File: config.mk
export PLATFORM = sky130hd
export DESIGN_NAME = mul_div_unit
export DESIGN_NICKNAME = d
export VERILOG_FILES = /design/src/rtl/muldiv_pkg.sv /design/src/rtl/muldiv_signfix.sv /design/src/rtl/mul_div_unit.sv
export SDC_FILE = /design/constraint.sdc
export NUM_CORES = 1
export LEC_CHECK = 0
export CORE_ASPECT_RATIO = 1.1
export CORE_UTILIZATION = 43
export DETAILED_ROUTE_END_ITERATION = 8
export PLACE_DENSITY = 0.71
export SLEW_MARGIN = 20
export SYNTH_ARGS = -nofsm -noshare
export SYNTH_HDL_FRONTEND = slang
export SYNTH_SLANG_ARGS = --single-unit
File: constraint.sdc
create_clock -name clk -period 4.4 [get_ports clk]
set_clock_uncertainty 0.05 [all_clocks]
set_input_delay 0.44 -clock clk [delete_from_list [all_inputs] [get_ports clk]]
set_output_delay 0.44 -clock clk [all_outputs]
set_load 0.02 [all_outputs]
File: src/rtl/muldiv_pkg.sv
// Shared definitions for the multiply/divide unit: operation encodings,
// controller state type and the default datapath width.
package muldiv_pkg;

    localparam int DEFAULT_WIDTH = 32;

    // Operation select. Bit 1 picks divide and bit 0 picks unsigned.
    typedef enum logic [1:0] {
        OP_MULT  = 2'b00,
        OP_MULTU = 2'b01,
        OP_DIV   = 2'b10,
        OP_DIVU  = 2'b11
    } op_e;

    typedef enum logic [1:0] {
        S_IDLE   = 2'b00,
        S_RUN    = 2'b01,
        S_FINISH = 2'b10
    } state_e;

endpackage

File: src/rtl/muldiv_signfix.sv
// Conditional two's-complement negation. Operands use it to take a magnitude
// (neg = sign bit of a signed operand). Results use it to put the sign back
// (neg = required result sign).
module muldiv_signfix #(
    parameter int WIDTH = 32
) (
    input  logic [WIDTH-1:0] val,
    input  logic             neg,
    output logic [WIDTH-1:0] res
);

    // Pass the value through, or negate it when neg is set.
    always_comb begin
        res = neg ? (~val + WIDTH'(1)) : val;
    end

endmodule

File: src/rtl/mul_div_unit.sv
// Iterative multiply/divide unit.
// - Multiply uses shift-add.
// - Divide uses restoring division.
// - Each operation takes WIDTH iterations, one per clock.
// - Signed operations work on magnitudes. The result sign is restored
//   while the FSM is in FINISH.
// Optional feature: define MULDIV_HILO_WRITE_EN to add the hi_we / lo_we /
// wdata ports. These allow direct writes to hi/lo (MTHI/MTLO) while the unit
// is idle.
//
// state    | meaning
// ---------+-----------------------------------------------------------------
// S_IDLE   | waiting for start; hi/lo show the last result
// S_RUN    | WIDTH iterations; cnt counts down to zero
// S_FINISH | sign-corrected result on hi/lo, done=1; a start here is accepted
module mul_div_unit
    import muldiv_pkg::*;
#(
    parameter int WIDTH = DEFAULT_WIDTH
) (
    input  logic             clk,
    input  logic             rst,
    input  logic             start,
    input  logic [1:0]       op,
    input  logic [WIDTH-1:0] A,
    input  logic [WIDTH-1:0] B,
`ifdef MULDIV_HILO_WRITE_EN
    input  logic             hi_we,
    input  logic             lo_we,
    input  logic [WIDTH-1:0] wdata,
`endif
    output logic [WIDTH-1:0] hi,
    output logic [WIDTH-1:0] lo,
    output logic             busy,
    output logic             done,
    output logic             div_zero
);

    localparam int CW = $clog2(WIDTH);

    state_e state;
    state_e state_nx;

    logic [CW-1:0]      cnt;
    logic [WIDTH-1:0]   acc_hi;
    logic [WIDTH-1:0]   acc_lo;
    logic [WIDTH-1:0]   opnd;
    logic [WIDTH-1:0]   a_orig;
    logic [WIDTH-1:0]   hi_reg;
    logic [WIDTH-1:0]   lo_reg;
    logic [WIDTH-1:0]   hi_fin;
    logic [WIDTH-1:0]   lo_fin;
    logic               is_div;
    logic               neg_res;
    logic               neg_rem;
    logic               dz_pend;
    logic               div_zero_r;

    logic               accept;
    logic               last_iter;
    logic               op_is_div;
    logic               op_signed;
    logic               sign_a;
    logic               sign_b;
    logic [WIDTH-1:0]   a_mag;
    logic [WIDTH-1:0]   b_mag;
    logic [2*WIDTH-1:0] prod_fix;
    logic [WIDTH-1:0]   quo_fix;
    logic [WIDTH-1:0]   rem_fix;
    logic [WIDTH:0]     add_sum;
    logic [WIDTH:0]     shifted;
    logic [WIDTH:0]     sub_diff;

    // Decode the incoming request and decide whether it is taken this cycle.
    // The FINISH cycle also accepts a start, so operations can run back to back.
    always_comb begin
        op_is_div = (op == OP_DIV) || (op == OP_DIVU);
        op_signed = (op == OP_MULT) || (op == OP_DIV);
        sign_a    = op_signed & A[WIDTH-1];
        sign_b    = op_signed & B[WIDTH-1];
        accept    = start && ((state == S_IDLE) || (state == S_FINISH));
        last_iter = (cnt == '0);
    end

    muldiv_signfix #(.WIDTH(WIDTH)) u_mag_a (
        .val (A),
        .neg (sign_a),
        .res (a_mag)
    );

    muldiv_signfix #(.WIDTH(WIDTH)) u_mag_b (
        .val (B),
        .neg (sign_b),
        .res (b_mag)
    );

    muldiv_signfix #(.WIDTH(2*WIDTH)) u_fix_prod (
        .val ({acc_hi, acc_lo}),
        .neg (neg_res),
        .res (prod_fix)
    );

    muldiv_signfix #(.WIDTH(WIDTH)) u_fix_quo (
        .val (acc_lo),
        .neg (neg_res),
        .res (quo_fix)
    );

    muldiv_signfix #(.WIDTH(WIDTH)) u_fix_rem (
        .val (acc_hi),
        .neg (neg_rem),
        .res (rem_fix)
    );

    // One iteration step: a conditional add for multiply and a trial
    // subtract for divide. The remainder stays below the divisor, so
    // WIDTH+1 bits are enough to hold the borrow.
    always_comb begin
        add_sum  = {1'b0, acc_hi} + {1'b0, opnd & {WIDTH{acc_lo[0]}}};
        shifted  = {acc_hi, acc_lo[WIDTH-1]};
        sub_diff = shifted - {1'b0, opnd};
    end

    // Choose the final result. Divide by zero bypasses the iteration result.
    always_comb begin
        if (dz_pend) begin
            hi_fin = a_orig;
            lo_fin = '1;
        end else if (is_div) begin
            hi_fin = rem_fix;
            lo_fin = quo_fix;
        end else begin
            hi_fin = prod_fix[2*WIDTH-1:WIDTH];
            lo_fin = prod_fix[WIDTH-1:0];
        end
    end

    // FSM state register.
    always_ff @(posedge clk) begin
        if (rst) begin
            state <= S_IDLE;
        end else begin
            state <= state_nx;
        end
    end

    // FSM next-state logic.
    always_comb begin
        state_nx = state;
        case (state)
            S_IDLE:   if (start)     state_nx = S_RUN;
            S_RUN:    if (last_iter) state_nx = S_FINISH;
            S_FINISH: state_nx = start ? S_RUN : S_IDLE;
            default:  state_nx = S_IDLE;
        endcase
    end

    // FSM outputs. During FINISH, hi/lo show the corrected result directly,
    // so the result is visible in the done cycle itself.
    always_comb begin
        busy     = (state != S_IDLE);
        done     = (state == S_FINISH);
        div_zero = div_zero_r;
        hi       = hi_reg;
        lo       = lo_reg;
        if (state == S_FINISH) begin
            hi = hi_fin;
            lo = lo_fin;
        end
    end

    // Iteration datapath: load operands on accept, then run one step per RUN cycle.
    always_ff @(posedge clk) begin
        if (rst) begin
            cnt        <= '0;
            acc_hi     <= '0;
            acc_lo     <= '0;
            opnd       <= '0;
            a_orig     <= '0;
            is_div     <= 1'b0;
            neg_res    <= 1'b0;
            neg_rem    <= 1'b0;
            dz_pend    <= 1'b0;
            div_zero_r <= 1'b0;
        end else if (accept) begin
            cnt        <= CW'(WIDTH - 1);
            acc_hi     <= '0;
            acc_lo     <= a_mag;
            opnd       <= b_mag;
            a_orig     <= A;
            is_div     <= op_is_div;
            neg_res    <= sign_a ^ sign_b;
            neg_rem    <= sign_a;
            dz_pend    <= op_is_div && (B == '0);
            div_zero_r <= 1'b0;
        end else if (state == S_RUN) begin
            if (!last_iter) begin
                cnt <= cnt - CW'(1);
            end else begin
                div_zero_r <= dz_pend;
            end
            if (is_div) begin
                if (!sub_diff[WIDTH]) begin
                    acc_hi <= sub_diff[WIDTH-1:0];
                    acc_lo <= {acc_lo[WIDTH-2:0], 1'b1};
                end else begin
                    acc_hi <= shifted[WIDTH-1:0];
                    acc_lo <= {acc_lo[WIDTH-2:0], 1'b0};
                end
            end else begin
                acc_hi <= add_sum[WIDTH:1];
                acc_lo <= {add_sum[0], acc_lo[WIDTH-1:1]};
            end
        end
    end

    // Architectural hi/lo registers.
    // - Loaded at the end of FINISH.
    // - When the write feature is enabled, also loaded by an idle-time write.
    // - A start in the same cycle wins over a write.
    always_ff @(posedge clk) begin
        if (rst) begin
            hi_reg <= '0;
            lo_reg <= '0;
        end else if (state == S_FINISH) begin
            hi_reg <= hi_fin;
            lo_reg <= lo_fin;
        end
`ifdef MULDIV_HILO_WRITE_EN
        else if ((state == S_IDLE) && !start) begin
            if (hi_we) hi_reg <= wdata;
            if (lo_we) lo_reg <= wdata;
        end
`endif
    end

endmodule

# Word level (Yosys, flattened, before mapping)
# Cells that the tools add are included.
# W data, S select, Z words.
[word_totals]
inputBits = 69
word_cells = 76
register_bits = 204
out_inout_bits = 67
[op_classes]
bitwise = 9
n_eq_ne = 7
muxes = 24
n_reduce_logical = 15
addsub = 8
[op_table]
columns = ["op", "n"]
rows = [
  ["$mux W32", 15],
  ["$add A32 B1 Y32 const B", 4],
  ["$not A32 Y32", 4],
  ["$add A64 B1 Y64 const B", 1],
  ["$mux W64", 1],
  ["$not A64 Y64", 1],
  ["$add A32 B32 Y33", 1],
  ["$sub A33 B32 Y33", 1],
  ["$and A32 B32 Y32", 1],
  ["$logic_not A32 Y1", 1],
  ["$mux W5", 3],
  ["$eq A2 B2 Y1 const B", 3],
  ["$ne A2 B2 Y1 const B", 3],
  ["$pmux W2 S3", 1],
  ["$reduce_and A2 Y1", 3],
  ["$logic_not A5 Y1", 1],
  ["$sub A5 B1 Y5 const B", 1],
  ["$logic_not A2 Y1", 2],
  ["$mux W2", 2],
  ["$reduce_bool A2 Y1", 2],
  ["$logic_or A1 B1 Y1", 3],
  ["$and A1 B1 Y1", 2],
  ["$eq A2 B1 Y1 const B", 1],
  ["$logic_and A1 B1 Y1", 2],
  ["3 further kinds", 4],
]

# Logic depth before layout (Yosys ltp)
[logic_depth]
ltp_word = 6
depth_mapped = 15

# Hierarchy
# Synthesis repeated with hierarchy kept, for this count alone.
[unflattened]
cells_unflattened = 2281
hier_area_um2 = 17860.9
[by_module_without_submodules]
columns = ["mod", "instances", "area_each_um2", "seq_area_each_um2", "cells_per_inst"]
rows = [
  ["mul_div_unit", 1, 13103.8, 4083.9, 1679],
  ["muldiv_signfix at u_fix_quo ...", 4, 777.0, 0.0, 99],
  ["muldiv_signfix at u_fix_prod", 1, 1649.1, 0.0, 206],
]

# Worst setup path before layout
# Ideal clock, no wire load.
[synth_path]
kind = "register -> register"
start = "reg acc_hi[0]"
end = "reg acc_hi[13]"
path_stages_with_launch = 14
arrival_time_ns = 3.298
slack_ns = 0.936
required_time_ns = 4.234
setup_time_ns = 0.116
path_cell_list = "dfxtp_1 inv_1 fa_1 nand2b_1 a21oi_1 o21ai_0 o21a_1 o31a_1 a21o_1 a211oi_2 buf_2 mux2_2 a21oi_1 nor2_1"
[synth_between]
elab_chain_cells = 3
word_cells_on_any_way = 4
[synth_lines]
columns = ["item", "line", "source"]
rows = [
  ["from (decl)", "mul_div_unit.sv:45", "logic [WIDTH-1:0] acc_hi;"],
  ["from (signal assigned)", "mul_div_unit.sv:204", "acc_hi <= sub_diff[WIDTH-1:0];"],
  ["from (signal assigned)", "mul_div_unit.sv:207", "acc_hi <= shifted[WIDTH-1:0];"],
  ["from (signal assigned)", "mul_div_unit.sv:211", "acc_hi <= add_sum[WIDTH:1];"],
  ["$sub A33 B32 Y33", "mul_div_unit.sv:121", "sub_diff = shifted - {1'b0, opnd};"],
  ["$mux W32", "mul_div_unit.sv:203", "if (!sub_diff[WIDTH]) begin"],
  ["$mux W32 (*)", "mul_div_unit.sv:202", "if (is_div) begin"],
]
# Every way passes the cells marked *; elsewhere a longest branch is shown, timed or not.
# A chain may end at the register's enable or synchronous reset.

# Worst setup path after layout
[layout_path]
start = "reg acc_lo[0]"
end = "out hi[9]"
[layout_between]
elab_chain_cells = 6
[layout_lines]
columns = ["item", "line", "source"]
rows = [
  ["from (decl)", "mul_div_unit.sv:46", "logic [WIDTH-1:0] acc_lo;"],
  ["from (signal assigned)", "mul_div_unit.sv:188", "acc_lo <= a_mag;"],
  ["from (signal assigned)", "mul_div_unit.sv:205", "acc_lo <= {acc_lo[WIDTH-2:0], 1'b1};"],
  ["from (signal assigned)", "mul_div_unit.sv:208", "acc_lo <= {acc_lo[WIDTH-2:0], 1'b0};"],
  ["$not A64 Y64", "muldiv_signfix.sv:14", "res = neg ? (~val + WIDTH'(1)) : val;"],
  ["$add A64 B1 Y64", "muldiv_signfix.sv:14", ""],
  ["$mux W64", "muldiv_signfix.sv:14", ""],
  ["$mux W32", "mul_div_unit.sv:129", "end else if (is_div) begin"],
  ["$mux W32", "mul_div_unit.sv:126", "if (dz_pend) begin"],
  ["$mux W32", "--", ""],
  ["to (decl)", "mul_div_unit.sv:32", "output logic [WIDTH-1:0] hi,"],
]
# No other way between the ends.

==> run summary <==
The signal on the critical path passes through or4_4 > nor4_4 > nand4_4 > nand2b_1 > a21oi_1 > a32o_1 > a21oi_1 > xor2_1 > nor2_1 > o31ai_1 > dlygate4sd2_1. At the end of the flow, the number of nets in the layout was 2263. The share of the cycle needed by the critical path after routing is 96.4%. The mux contribution to synthesized area came out at 4.22%. The worst path required time is 3910 ps. The initial standard-cell utilization of the core is 44.0%. Summed over all cells, the static leakage comes to 0.00729 uW. The endpoint identified for the worst register-to-register timing path is acc_hi[11]. The main combinational cell family by area after synthesis is compound AO/OA/AOI/OAI gates. The total vias in the final route is 15800. Of the total synthesized cell area, the portion taken by XOR and XNOR cells is 9.24%. The clock-pin transition on the worst setup and hold timing paths is 60 ps. The number of endpoints with negative hold slack in the final report is 0.

The worst register-to-register path begins at acc_lo[31]. The vertical die dimension is 199 um. The total routing resource utilization after global routing is 29.2%. The final-layout setup total negative slack came out at 0 ps. The power per unit of standard cell area came out at 331 mW/mm^2. The site row count is 71.

The mean instance size in the synthesized netlist is 7.46 um^2. The number of warnings reported in the yosys synthesis log came out at 0. Setup repair after global routing left no endpoint under its margin.

The setup path with the least slack is of type reg -> out. The number of antenna violations at the first check in global routing came out at 2. Summed over all nets, the half-perimeter wirelength after detailed placement is 40.8 mm. Routability-driven placement finished with a final weighted congestion of 0.976. The worst hold path begins at rst. In the synthesized netlist, the cells that appear most often are sky130_fd_sc_hd__nor2_1 (226), sky130_fd_sc_hd__a21oi_1 (220), sky130_fd_sc_hd__dfxtp_1 (204).

Of the total synthesized cell area, the portion taken by AND, OR, NAND and NOR gates is 22.3%. The post-route netlist has 7.67% of its cells at a drive strength greater than 1. The register area share after synthesis came out at 26.9%. Synthesis produced 2033 cells. For this design, the slowest cell found on the critical path is sky130_fd_sc_hd__or4_4. In this run the tool buffered the top-level ports with 135 buffer cells.

The tree is rooted in a sky130_fd_sc_hd__clkbuf_16. The total standard cell area after synthesis came out at 0.0152 mm^2. The via count of the first global-routing pass came out at 14800.

The count of different cell masters after synthesis came out at 76. TritonCTS built the clock tree. The count of H-tree levels built during CTS is 1. STA classifies the critical path startpoint as a register.

The post-cts hold buffer count is 0. The count of nets left with antenna violations once routing finished came out at 0. The pre-antenna-repair detailed-routing pass consisted of 7 iterations. Among the stages of the critical path, the cell type that occurs most often is sky130_fd_sc_hd__a21oi_1. The cell depth of the worst min-delay path came out at 2. The smallest clock period supported by the final layout is computed as 4240 ps.

After detailed routing, the number of remaining DRC violations is 0. The top cell type's share of synthesized area is 26.9%. The routed length per instance came out at 21.1 um. The clock buffer count from CTS came out at 24. Summing internal, switching and leakage power gives 5960 uW. Of all nets on the critical path, the largest fanout is 6. The compound-gate portion of the synthesized area is 26.3%.

The flow ran to the end, and the final reports show no timing, DRC or antenna violations. The core occupancy in the finished layout is 52.2%. The top flip-flop cell by instance count after synthesis is sky130_fd_sc_hd__dfxtp_1. After the first detailed-routing iteration, the DRC count stood at 1378. The I/O pin count came out at 136. The post-detailed-route via-to-cell ratio came out at 6.14. The path depth of the worst reg2reg path came out at 14. VDD sags by at most 0.268 mV. The maximum clock path buffer count came out at 3. The setup-violating endpoint count in the final report is 0. The number of clock sinks came out at 204.

Sorting the synthesized cells by area gives the leading types as sky130_fd_sc_hd__dfxtp_1 (27%), sky130_fd_sc_hd__a21oi_1 (7.3%), sky130_fd_sc_hd__ha_1 (5.8%). The worst hold slack across all endpoints came out at 303 ps. The die footprint came out at 0.0360 mm^2.

Of all cell types, the one taking the most synthesized area is sky130_fd_sc_hd__dfxtp_1. STA classifies the critical path endpoint as a primary output. Max-cap violations in this run came to 0. The final number of max-transition violations came out at 0. Summed over all layers, the global routing overflow is 0. For the worst setup path, the data arrival time is 3750 ps. The first global-routing pass estimated 83.0 mm of wire. The path class of the tightest hold or removal check is in -> reg. Entering global routing, the biggest net connects 147 pins. The synthesized netlist net count came out at 2174. The synthesis-to-layout area growth is 18.7%. The most common cell in the netlist is sky130_fd_sc_hd__nor2_1. The hold path endpoint is lo_reg[30]. The number of filler instances in the final layout is 3363.

The transition time at the pin with the least slew margin is 906 ps. The biggest cell delay along the critical path came out at 600 ps. The relative slew slack came out at 39.6%. The maximum operating frequency came out at 0.236 GHz. The number of flops mapped to enable cells by yosys came out at 0. After Yosys synthesis, full adders, half adders and majority gates account for 6.04% of the synthesized area. The number of synthesized register bits is 204. The proportion of synthesized flip-flops having asynchronous set or reset is 0%. The die is 181 um wide. The post-detailed-routing wire length is 54.4 mm. The worst register-to-register path has a setup slack of 200 ps. The region available for standard cell placement spans 0.0345 mm^2. The later pin in the worst-skew pair is clocked with a latency of 540 ps.
[how the worst max path moves through the flow]
| stage | from | to | slack, ps | cells past startpoint |
|---|---|---|---|---|
| floorplan | acc_hi[0] | acc_hi[13] | 940 | 13 |
| global placement | acc_lo[23] | hi[9] | 260 | 11 |
| detailed placement | acc_lo[23] | hi[9] | 210 | 11 |
| CTS | acc_lo[12] | hi[16] | 30 | 11 |
| global route | acc_lo[12] | hi[28] | 0.6 | 12 |
| finish | acc_lo[0] | hi[9] | 160 | 11 |
[where the power goes]
group | total (uW) | switching, uW | internal, uW | leakage, uW
registers | 2110 | 146 | 1960 | 0.00167
clock network | 2060 | 827 | 1230 | 0.000389
logic | 1790 | 1080 | 717 | 0.00523
[layout make-up]
class | instances | area (um^2) | share of cell area [%]
Clock inverter | 6 | 93.8 | 0.521
Inverter | 65 | 248 | 1.38
Clock buffer | 37 | 711 | 3.95
Timing Repair Buffer | 196 | 1870 | 10.4
Sequential cell | 204 | 4090 | 22.7
Antenna cell | 1 | 2.50 | 0.0139
Multi-Input combinational cell | 1631 | 10400 | 58.0
Tap cell | 438 | 548 | 3.04
[layout by cell type (no fill, tap or decap), types with 12 or more instances in the layout]
| master | instances |
|---|---|
| sky130_fd_sc_hd__a21o_1 | 34 |
| sky130_fd_sc_hd__dlygate4sd2_1 | 12 |
| sky130_fd_sc_hd__dfxtp_1 | 202 |
| sky130_fd_sc_hd__o31ai_1 | 21 |
| sky130_fd_sc_hd__and3_1 | 15 |
| sky130_fd_sc_hd__o21ai_0 | 117 |
| sky130_fd_sc_hd__xor2_1 | 76 |
| sky130_fd_sc_hd__a311oi_1 | 12 |
| sky130_fd_sc_hd__o21ai_1 | 15 |
| sky130_fd_sc_hd__inv_1 | 62 |
| sky130_fd_sc_hd__nor2b_1 | 61 |
| sky130_fd_sc_hd__nor3_1 | 48 |
| sky130_fd_sc_hd__nor4_1 | 15 |
| sky130_fd_sc_hd__nand2b_1 | 23 |
| sky130_fd_sc_hd__clkbuf_16 | 25 |
| sky130_fd_sc_hd__a211oi_1 | 87 |
| sky130_fd_sc_hd__ha_1 | 70 |
| sky130_fd_sc_hd__nand3_1 | 32 |
| sky130_fd_sc_hd__xnor2_1 | 83 |
| sky130_fd_sc_hd__mux2i_1 | 55 |
| sky130_fd_sc_hd__buf_4 | 58 |
| sky130_fd_sc_hd__a21oi_1 | 218 |
| sky130_fd_sc_hd__a31oi_1 | 14 |
| sky130_fd_sc_hd__o211ai_1 | 16 |
| sky130_fd_sc_hd__dlymetal6s2s_1 | 15 |
| sky130_fd_sc_hd__clkdlybuf4s50_1 | 106 |
| sky130_fd_sc_hd__nand2_1 | 199 |
| sky130_fd_sc_hd__or3_1 | 20 |
| sky130_fd_sc_hd__nor2_1 | 224 |
[worst max-delay path: cells and delay by family, from the launching register on]
family | cells | cell delay, ps
AND/OR/NAND/NOR | 5 | 1460
AO/OA/AOI/OAI | 4 | 840
flip-flops | 1 | 380
buffers and inverters | 1 | 380
XOR/XNOR | 1 | 150
[per-stage QoR]
step,worst slack (ps),instances,area (um^2)
2_1_floorplan,936,2033,15200
3_3_place_gp,258,2526,17000
3_5_place_dp,208,2526,17000
4_1_cts,25.9,2574,17900
5_1_grt,0.600,2577,18000
6_report,158,2578,18000
[metal layers]
| metal | part of all wire (%) | global-route usage (%) |
|---|---|---|
| met2 | 48 | 51.3 |
| met5 | 0.028 | 0 |
| met3 | 6.7 | 3.44 |
| met1 | 40 | 35.7 |
| met4 | 5.0 | 13.3 |
[cells by family after synthesis]
logic type,count (synthesis)
AOI/OAI and AO/OA,632
xor gates and xnor gates,160
adders and majority gates,72
buffers and inverters,199
DFF,204
muxes,63
and+or+nand+nor,703
[timing repair]
action / CTS / global route
gates cloned: 1 / 0
buffers inserted: 4 / 3
pin swaps: 5 / 2
gates resized for setup: 24 / 27
setup endpoints to repair: 28 / 25
Note: power is estimated with default switching activity, not from simulation.
